**config.mk**
```make
export PLATFORM = sky130hd
export DESIGN_NAME = secuenciador_paso_doble
export DESIGN_NICKNAME = d
export VERILOG_FILES = /design/src/rtl/secuenciador_paso_doble.sv
export SDC_FILE = /design/constraint.sdc
export NUM_CORES = 1
export LEC_CHECK = 0
export ABC_AREA = 1
export BUFFER_PORTS_ARGS = -buffer_cell sky130_fd_sc_hd__buf_2
export CAP_MARGIN = 15
export CORE_MARGIN = 1.5
export CORE_UTILIZATION = 35
export CTS_CLUSTER_SIZE = 28
export DETAILED_ROUTE_END_ITERATION = 8
export PLACE_DENSITY = 0.6
export SLEW_MARGIN = 20
export SYNTH_ARGS = -nofsm -noshare
export SYNTH_HDL_FRONTEND = slang
export SYNTH_SLANG_ARGS = --single-unit
```
**constraint.sdc**
```tcl
create_clock -name relojNexys2 -period 2.6 [get_ports relojNexys2]
set_input_delay 0.26 -clock relojNexys2 [delete_from_list [all_inputs] [get_ports relojNexys2]]
set_output_delay 0.26 -clock relojNexys2 [all_outputs]
set_load 0.005 [all_outputs]
```
**src/rtl/secuenciador_paso_doble.sv**
```systemverilog
// secuenciador_paso_doble: two-phase-on (double-step) sequencer for a 28BYJ-48
// unipolar stepper behind a ULN2003 driver. Rising edges of the divider's
// square wave (pulsoPaso) pace a commanded move of numPasos steps in the
// direction given by sentido, with an inicio / ocupado / terminado handshake.
//
// Build option: define HOLD_TORQUE_EN to keep the last pattern energized
// while idle once at least one step has been executed since reset. Leave it
// undefined to release the coils (0000) whenever no move is in progress.
module secuenciador_paso_doble #(
  parameter int ANCHO_PASOS = 12
) (
  input  logic                   relojNexys2,
  input  logic                   reset,
  input  logic                   pulsoPaso,
  input  logic                   inicio,
  input  logic                   sentido,
  input  logic [ANCHO_PASOS-1:0] numPasos,
  output logic [3:0]             bobinas,
  output logic                   ocupado,
  output logic                   terminado,
  output logic [ANCHO_PASOS-1:0] pasosRestantes
);

  typedef enum logic [1:0] {
    REPOSO  = 2'd0,
    GIRANDO = 2'd1,
    FIN     = 2'd2
  } estado_t;

  estado_t    estado;
  logic [1:0] indice;
  logic [1:0] indiceSig;
  logic       pulsoPrev;
  logic       tick;
  logic [3:0] bobinasReposo;

  // Coil pattern for each phase index: two adjacent coils energized.
  function automatic logic [3:0] patron(input logic [1:0] i);
    logic [3:0] p;
    case (i)
      2'd0:    p = 4'b1100;
      2'd1:    p = 4'b0110;
      2'd2:    p = 4'b0011;
      default: p = 4'b1001;
    endcase
    return p;
  endfunction

  // One tick per rising edge of the step-rate wave; a held-high level steps once.
  assign tick = pulsoPaso & ~pulsoPrev;

  // Next phase index; the 2-bit arithmetic wraps 3->0 forward and 0->3 reverse.
  assign indiceSig = sentido ? (indice + 2'd1) : (indice - 2'd1);

`ifdef HOLD_TORQUE_EN
  logic pasoEjecutado;

  // Coils stay dark after reset until the first real step, then hold position.
  assign bobinasReposo = pasoEjecutado ? patron(indice) : 4'b0000;

  // Remembers whether any step has been executed since reset.
  always_ff @(posedge relojNexys2) begin
    if (reset) begin
      pasoEjecutado <= 1'b0;
    end else if (estado == GIRANDO && tick) begin
      pasoEjecutado <= 1'b1;
    end
  end
`else
  // Coils released whenever no move is running.
  assign bobinasReposo = 4'b0000;
`endif

  // Edge-detector history for the step-rate input.
  always_ff @(posedge relojNexys2) begin
    if (reset) begin
      pulsoPrev <= 1'b0;
    end else begin
      pulsoPrev <= pulsoPaso;
    end
  end

  // Move sequencer; every output is a register updated alongside the state.
  always_ff @(posedge relojNexys2) begin
    if (reset) begin
      estado         <= REPOSO;
      indice         <= 2'd0;
      bobinas        <= 4'b0000;
      ocupado        <= 1'b0;
      terminado      <= 1'b0;
      pasosRestantes <= '0;
    end else begin
      case (estado)
        REPOSO: begin
          terminado <= 1'b0;
          ocupado   <= 1'b0;
          bobinas   <= bobinasReposo;
          // A tick landing on the accepting edge is deliberately not a step.
          if (inicio) begin
            if (numPasos != '0) begin
              pasosRestantes <= numPasos;
              ocupado        <= 1'b1;
              bobinas        <= patron(indice);
              estado         <= GIRANDO;
            end else begin
              estado <= FIN;
            end
          end
        end

        GIRANDO: begin
          ocupado <= 1'b1;
          if (tick) begin
            indice         <= indiceSig;
            bobinas        <= patron(indiceSig);
            pasosRestantes <= pasosRestantes - 1'b1;
            // Leaving here on the last step keeps the counter from underflowing.
            if (pasosRestantes == {{(ANCHO_PASOS-1){1'b0}}, 1'b1}) begin
              estado <= FIN;
            end
          end
        end

        FIN: begin
          terminado <= 1'b1;
          ocupado   <= 1'b0;
          bobinas   <= bobinasReposo;
          estado    <= REPOSO;
        end

        default: begin
          estado <= REPOSO;
        end
      endcase
    end
  end

endmodule
```
==> impl_metrics.ini, run 1 <==
[cts]
clockBufferDepth = 2
htree_levels = 1
postCtsResizedCells = 0
cts_hold_buf = 0
cts_tree = built
cts_root_buffer = clkbuf_8
cts_buffers = 3
cts_num_sinks = 23
clk_pin_slew_worst_paths_ps = 90
cts_setup_buffers = 0
clk_latency_ps = 270

[critical_path]
cp-start-kind = flip-flop
cp_max_fo = 6
endpoint_kind = flip-flop
reg2reg_from = indice[0]
crit_type = reg2reg
ff2ff_setup_slack_ps = 650
reg2reg_to = bobinas[3]
arrival_ps = 2120
reg2regPathDepth = 7
required_ps = 2770

[layout]
drive_above_1_share = 0.2214
diodes = 0
nets = 312
area_growth_pct = 15.96
regArea_sq_um = 460.4
multiInputGateArea_sq_um = 1017
n_fill_cell = 468
fin_cells = 332

[die]
core_area_sq_um = 4414
fp.dieW_microns = 71.09
row_count = 24
die_h_microns = 71.09
io_pins = 35
die_area_sq_um = 5054
initial_core_util = 0.3676

[placed_design]
gp_congestion = 0.8031
place_inst = 328
hpwl_microns = 2924
port_buffers = 34

[global_routing]
grt_pass1_vias = 1512
overflow = 0
grt_pass1_wl_microns = 6630
use_met3 = 0.03134
use_met1 = 0.2056
grt_start_max_net_pins = 17
grt.busiest_layer = met2
track_usage = 0.1611
grt_util_met2 = 0.2793
antenna_found_initial = 0

[timing]
rsz0062_at_grt = false
max_freq_mhz = 513.6
tightest_slew_ps = 383.0
hold_viol_final = 0
min_period_ps = 1947
finClkSkew_ps = 4.289
maxSlewHeadroom = 0.7447
setup_viol = 0
min_period_over_period = 0.7489
slew_violations = 0
timing.setup.tns_ps = 0

[power]
power_density_nw_per_um2 = 1179
power.total_mw = 2.219
ir_worst_vdd_mv = 0.5015
power.leakage_nw = 0.9604

[yosys]
yosys_warnings = 0
synth_cell_types = 29
postSynthNetCount = 277
ys_seq_area_frac = 0.2837
ys_ff_latch = 23
syn_area_per_cell_sq_um = 6.597
synthCells = 246
syn-cell-area_sq_um = 1623

[detailed_routing]
vias_per_cell = 4.831
vias = 1604
routedWlPerCell_microns = 11.61
finalWirelength_microns = 3855
postRouteAntennaNets = 0
drtIter0Drc = 133
drcViolationCount = 0
dr.pass1.iters = 4

[run]
drv_cap = 0

[worst_hold_path]
min_to = pulsoPrev
min_path_type = in2reg
whs_path_depth = 3
worstHoldStart = pulsoPaso

[run_status]
status = complete, no violations
## critical path, stage by stage, from the launching register on
cell     delay, ps
dfxtp_1        440
inv_1          100
ha_1           340
xor2_1         280
inv_1          110
ha_1           300
o21ai_0         80
o21a_1         200
## final cells by class
cell class | count | area share
Timing Repair Buffer | 35 | 0.09441
Tap cell | 52 | 0.03457
Inverter | 31 | 0.06184
Clock buffer | 4 | 0.02394
Multi-Input combinational cell | 187 | 0.5406
Sequential cell | 23 | 0.2447
## cell families after synthesis
family | share of synthesized area
and+or+nand+nor | 0.3593
AOI/OAI and AO/OA | 0.1434
buffers and inverters | 0.08944
DFF | 0.2837
adders and majority gates | 0.1079
xor gates and xnor gates | 0.01619
## state kept, by name, indices dropped and copies added (netlist names)
register        count
pasosRestantes     12
pulsoPrev           1
estado              2
indice              2
ocupado             1
terminado           1
bobinas             4
## synth_stat cells
cell type  number  share of area
nand2_1        61           0.14
nor2_1         37          0.086
inv_1          26          0.060
dfxtp_1        23           0.28
ha_1           14           0.11
o21ai_0        13          0.040
nand3_1        12          0.037
a21oi_1         9          0.028
a21oi_2         6          0.032
o21ai_1         6          0.019
inv_2           5          0.012
a31oi_1         4          0.015
nand4_1         4          0.015
nor2_2          4          0.015
or2_2           4          0.015
buf_2           2         0.0062
clkbuf_1        2         0.0046
nor2_4          2          0.014
xor2_1          2          0.011
and2_1          1         0.0039
and3_1          1         0.0039
buf_6           1         0.0069
nand3_2         1         0.0062
nand3_4         1          0.011
nand3b_1        1         0.0046
nor3_2          1         0.0062
o21a_1          1         0.0046
o31ai_1         1         0.0046
xnor2_1         1         0.0054
## metal layers
| layer | part of all wire | vias up |
|---|---|---|
| li1 | - | 851 |
| met1 | 0.48 | 722 |
| met5 | 0 | - |
| met4 | 0.011 | 0 |
| met2 | 0.47 | 25 |
| met3 | 0.031 | 6 |
## where the power goes
group,internal [mW],leakage [nW],switching [mW]
clock,0.110,0.0228,0.130
sequential,0.488,0.190,0.127
combinational,0.510,0.748,0.854
total,1.11,0.960,1.11
## worst max-delay path by stage
stage,end,cells past startpoint,start
after CTS,bobinas[3],7,indice[0]
after global routing,bobinas[3],7,indice[0]
after global placement,bobinas[3],7,indice[0]
after floorplan,bobinas[3],7,indice[0]
final,bobinas[3],7,indice[0]
after detailed placement,bobinas[3],7,indice[0]
## cell usage in the layout (no fill, tap or decap), types with 2 or more instances in the layout
cell      Yosys  layout
o21ai_1       6       6
nand4_1       4       4
or2_2         4       4
nor2_1       37      37
a21oi_1       9       9
inv_2         5       5
a21oi_2       6       6
buf_2         2      34
nor2_4        2       2
o21ai_0      13      13
nand2_1      61      61
inv_1        26      26
nand3_1      12      12
a31oi_1       4       4
nor2_2        4       4
clkbuf_8      0       3
xor2_1        2       2
dfxtp_1      23      23
ha_1         14      14
## metrics by stage
| stage | hold slack, ps | utilization | worst slack [ps] | area [sq um] |
|---|---|---|---|---|
| finish | 259.6 | 0.4263 | 653.0 | 1882 |
| CTS | 259.4 | 0.4263 | 647.2 | 1882 |
| global route | 267.4 | 0.4263 | 482.8 | 1882 |
| global placement | 484.1 | 0.4161 | 710.3 | 1837 |
| floorplan | 322.4 | - | 858.0 | 1623 |
| detailed placement | 479.3 | 0.4161 | 668.5 | 1837 |
(Power assumes the default switching activity.)
==> run 2: changes to the inputs <==
- ABC_AREA: 1 -> 0
- PLACE_DENSITY: 0.6 -> 0.61
- clock period: 2.6 -> 1.93 ns (I/O delays scaled with it)
==> run 2 against run 1 <==
Net effect: clock power is 30% higher; global-route usage rose by 0.93 points; register-to-register slack lost 570 ps; critical path type unchanged; highest routed layer unchanged.
==> impl_metrics.ini, run 2 <==
[layout]
drive_above_1_share = 0.3220
fin_cells = 288
diodes = 0
largestRegisters = pasosRestantes: 12 flops, bobinas: 4 flops
largest_reg_flops = 12
area_growth_pct = 26.33
top_register = pasosRestantes
nets = 268
layout_common_cells = 34 x buf_2, 24 x buf_4, 21 x dfxtp_1
fin_area_sq_um = 1987
final_common_cell = buf_2
n_fill_cell = 485

[yosys]
synth_area_leaders = dfxtp_1 29%, ha_1 11%, o31ai_1 4.8%
synthArstFlopShare = 0
synthFlopType = dfxtp_1
synth_edf_count = 0
yosys_warnings = 0
syn-cell-area_sq_um = 1573
synth_cell_types = 49
yosys.area.top_type = dfxtp_1
postSynthNetCount = 219
synthCells = 188
ys_ff_latch = 23
netlist.area_leader.share = 0.2928
syn_area_per_cell_sq_um = 8.366
ys_seq_area_frac = 0.2928
synthTopCellsByCount = 23 x dfxtp_1, 14 x ha_1, 13 x a21oi_1
yosysMostFrequentCell = dfxtp_1

[placed_design]
port_buffers = 34
place_inst = 283
placed_area_sq_um = 1897
hpwl_microns = 3115
gp_congestion = 0.7516

[die]
initial_core_util = 0.3637
core_area_sq_um = 4324
io_pins = 35
die_h_microns = 70.04
row_count = 24
die_area_sq_um = 4905
fp.dieW_microns = 70.04

[critical_path]
path_cells = inv_1 > ha_1 > or3b_4 > o32a_1 > o31ai_2 > a21oi_1
endpoint_kind = flip-flop
arrival_ps = 2000
required_ps = 2080
crit_type = reg2reg
slowest_delay_ps = 450
reg2regPathDepth = 6
crit_path_top_delay_cell = or3b_4
cp-start-kind = flip-flop
cp_max_fo = 6
reg2reg_to = pasosRestantes[8]
reg2reg_from = pasosRestantes[1]
ff2ff_setup_slack_ps = 80

[global_routing]
overflow = 0
antenna_found_initial = 0
grt_start_max_net_pins = 29
track_usage = 0.1704
grt_pass1_wl_microns = 6824
grt_pass1_vias = 1463

[detailed_routing]
postRouteAntennaNets = 0
drcViolationCount = 0
vias_per_cell = 5.628
finalWirelength_microns = 4266
dr.pass1.iters = 4
top_layer = met4
met2WireLength_microns = 2021
vias = 1621
wl_met1_microns = 2028
drtIter0Drc = 134
wl_met3_microns = 194
routedWlPerCell_microns = 14.81

[cts]
htree_levels = 1
cts_num_sinks = 23
clk_pin_slew_worst_paths_ps = 90
cts_hold_buf = 0
clockBufferDepth = 2
cts_root_buffer = clkbuf_8
cts_tree = built
cts_buffers = 3
clk_latency_ps = 270

[timing]
finClkSkew_ps = 9.147
max_freq_mhz = 540.7
holdWs_ps = 162.7
min_period_ps = 1850
min_period_over_period = 0.9583
slew_violations = 0
rsz0062_at_grt = false
tightest_slew_ps = 522.7
maxSlewHeadroom = 0.6516
hold_viol_final = 0
setup_viol = 0
timing.setup.tns_ps = 0

[worst_hold_path]
min_path_type = in2reg
min_to = pulsoPrev
whs_path_depth = 2
worstHoldStart = pulsoPaso

[run]
drv_cap = 0

[power]
ir_worst_vdd_mv = 0.6734
power_density_nw_per_um2 = 1714
power.leakage_nw = 0.8679

[run_status]
status = complete, no violations
==> run 2: cell types whose count changed after synthesis, sizes merged, moves of 4 or more <==
| cell | change |
|---|---|
| nand2 | -56 |
| nor2 | -31 |
| inv | -18 |
| o21ai | -11 |
| nand2b | +10 |
| o31ai | +9 |
| nand3 | -8 |
| clkbuf | +7 |
| a311oi | +6 |
| nor4 | +5 |
| a31oi | -4 |
| nor3 | +4 |
| or4 | +4 |
==> run 2: worst max path at each step <==
stage                      startpoint           endpoint  slack (ps)  cells past startpoint
floorplan           pasosRestantes[0]  pasosRestantes[8]          90                      7
global placement    pasosRestantes[0]  pasosRestantes[8]          70                      6
global route                estado[0]  pasosRestantes[1]          10                      7
CTS                 pasosRestantes[1]          estado[1]          50                      6
finish              pasosRestantes[1]  pasosRestantes[8]          80                      6
detailed placement  pasosRestantes[0]  pasosRestantes[8]          10                      6
==> run 2: stage by stage <==
step / total power, mW / setup slack (ps) / util
finish: 3.406 / 80.43 / 0.4595
global route: 3.688 / 14.89 / 0.4595
CTS: 3.274 / 46.76 / 0.4499
detailed placement: 2.935 / 14.34 / 0.4387
global placement: 2.919 / 67.15 / 0.4387
floorplan: 2.222 / 86.97 / -
==> run 2: layout make-up <==
cell class	count	area (sq um)	area share
clock buffers	3	41.29	0.02078
inverters	13	48.80	0.02456
repair buffers	58	350.3	0.1763
well taps	52	65.06	0.03275
clock inverters	1	5.005	0.002519
flip-flops and latches	23	462.9	0.2330
multi-input cells	138	1013	0.5101
==> run 2: cell families after synthesis <==
group,count (synthesis),share of synthesized area
and+or+nand+nor,60,0.2140
muxes,1,0.007159
buffers and inverters,27,0.08432
AOI/OAI and AO/OA,61,0.2792
adders and majority gates,14,0.1114
xor gates and xnor gates,2,0.01114
DFF,23,0.2928
==> run 2: power breakdown <==
group          internal (mW)  switching [mW]  leakage [nW]
registers              0.674           0.166         0.190
logic                   1.02            1.23         0.653
clock network          0.144           0.169        0.0255
==> run 2: repair_timing <==
item	4_1_cts	5_1_grt
gates resized for setup	1	9
setup endpoints to repair	1	12
setup buffers	0	1
pin swaps	0	1
==> run 2: worst max-delay path, delay by kind of cell (launching register included) <==
family	cells	cell delay, ps
flip-flops	1	350
buffers and inverters	1	100
adder cells (fa/ha/maj)	1	200
AO/OA/AOI/OAI	3	620
AND/OR/NAND/NOR	1	450
==> run 2: metal layers <==
layer / track usage / vias to the layer above
met3: 0.03463 / 2
met2: 0.2804 / 43
met5: 0 / -
met4: 0.04274 / 0
met1: 0.2282 / 778
li1: - / 798
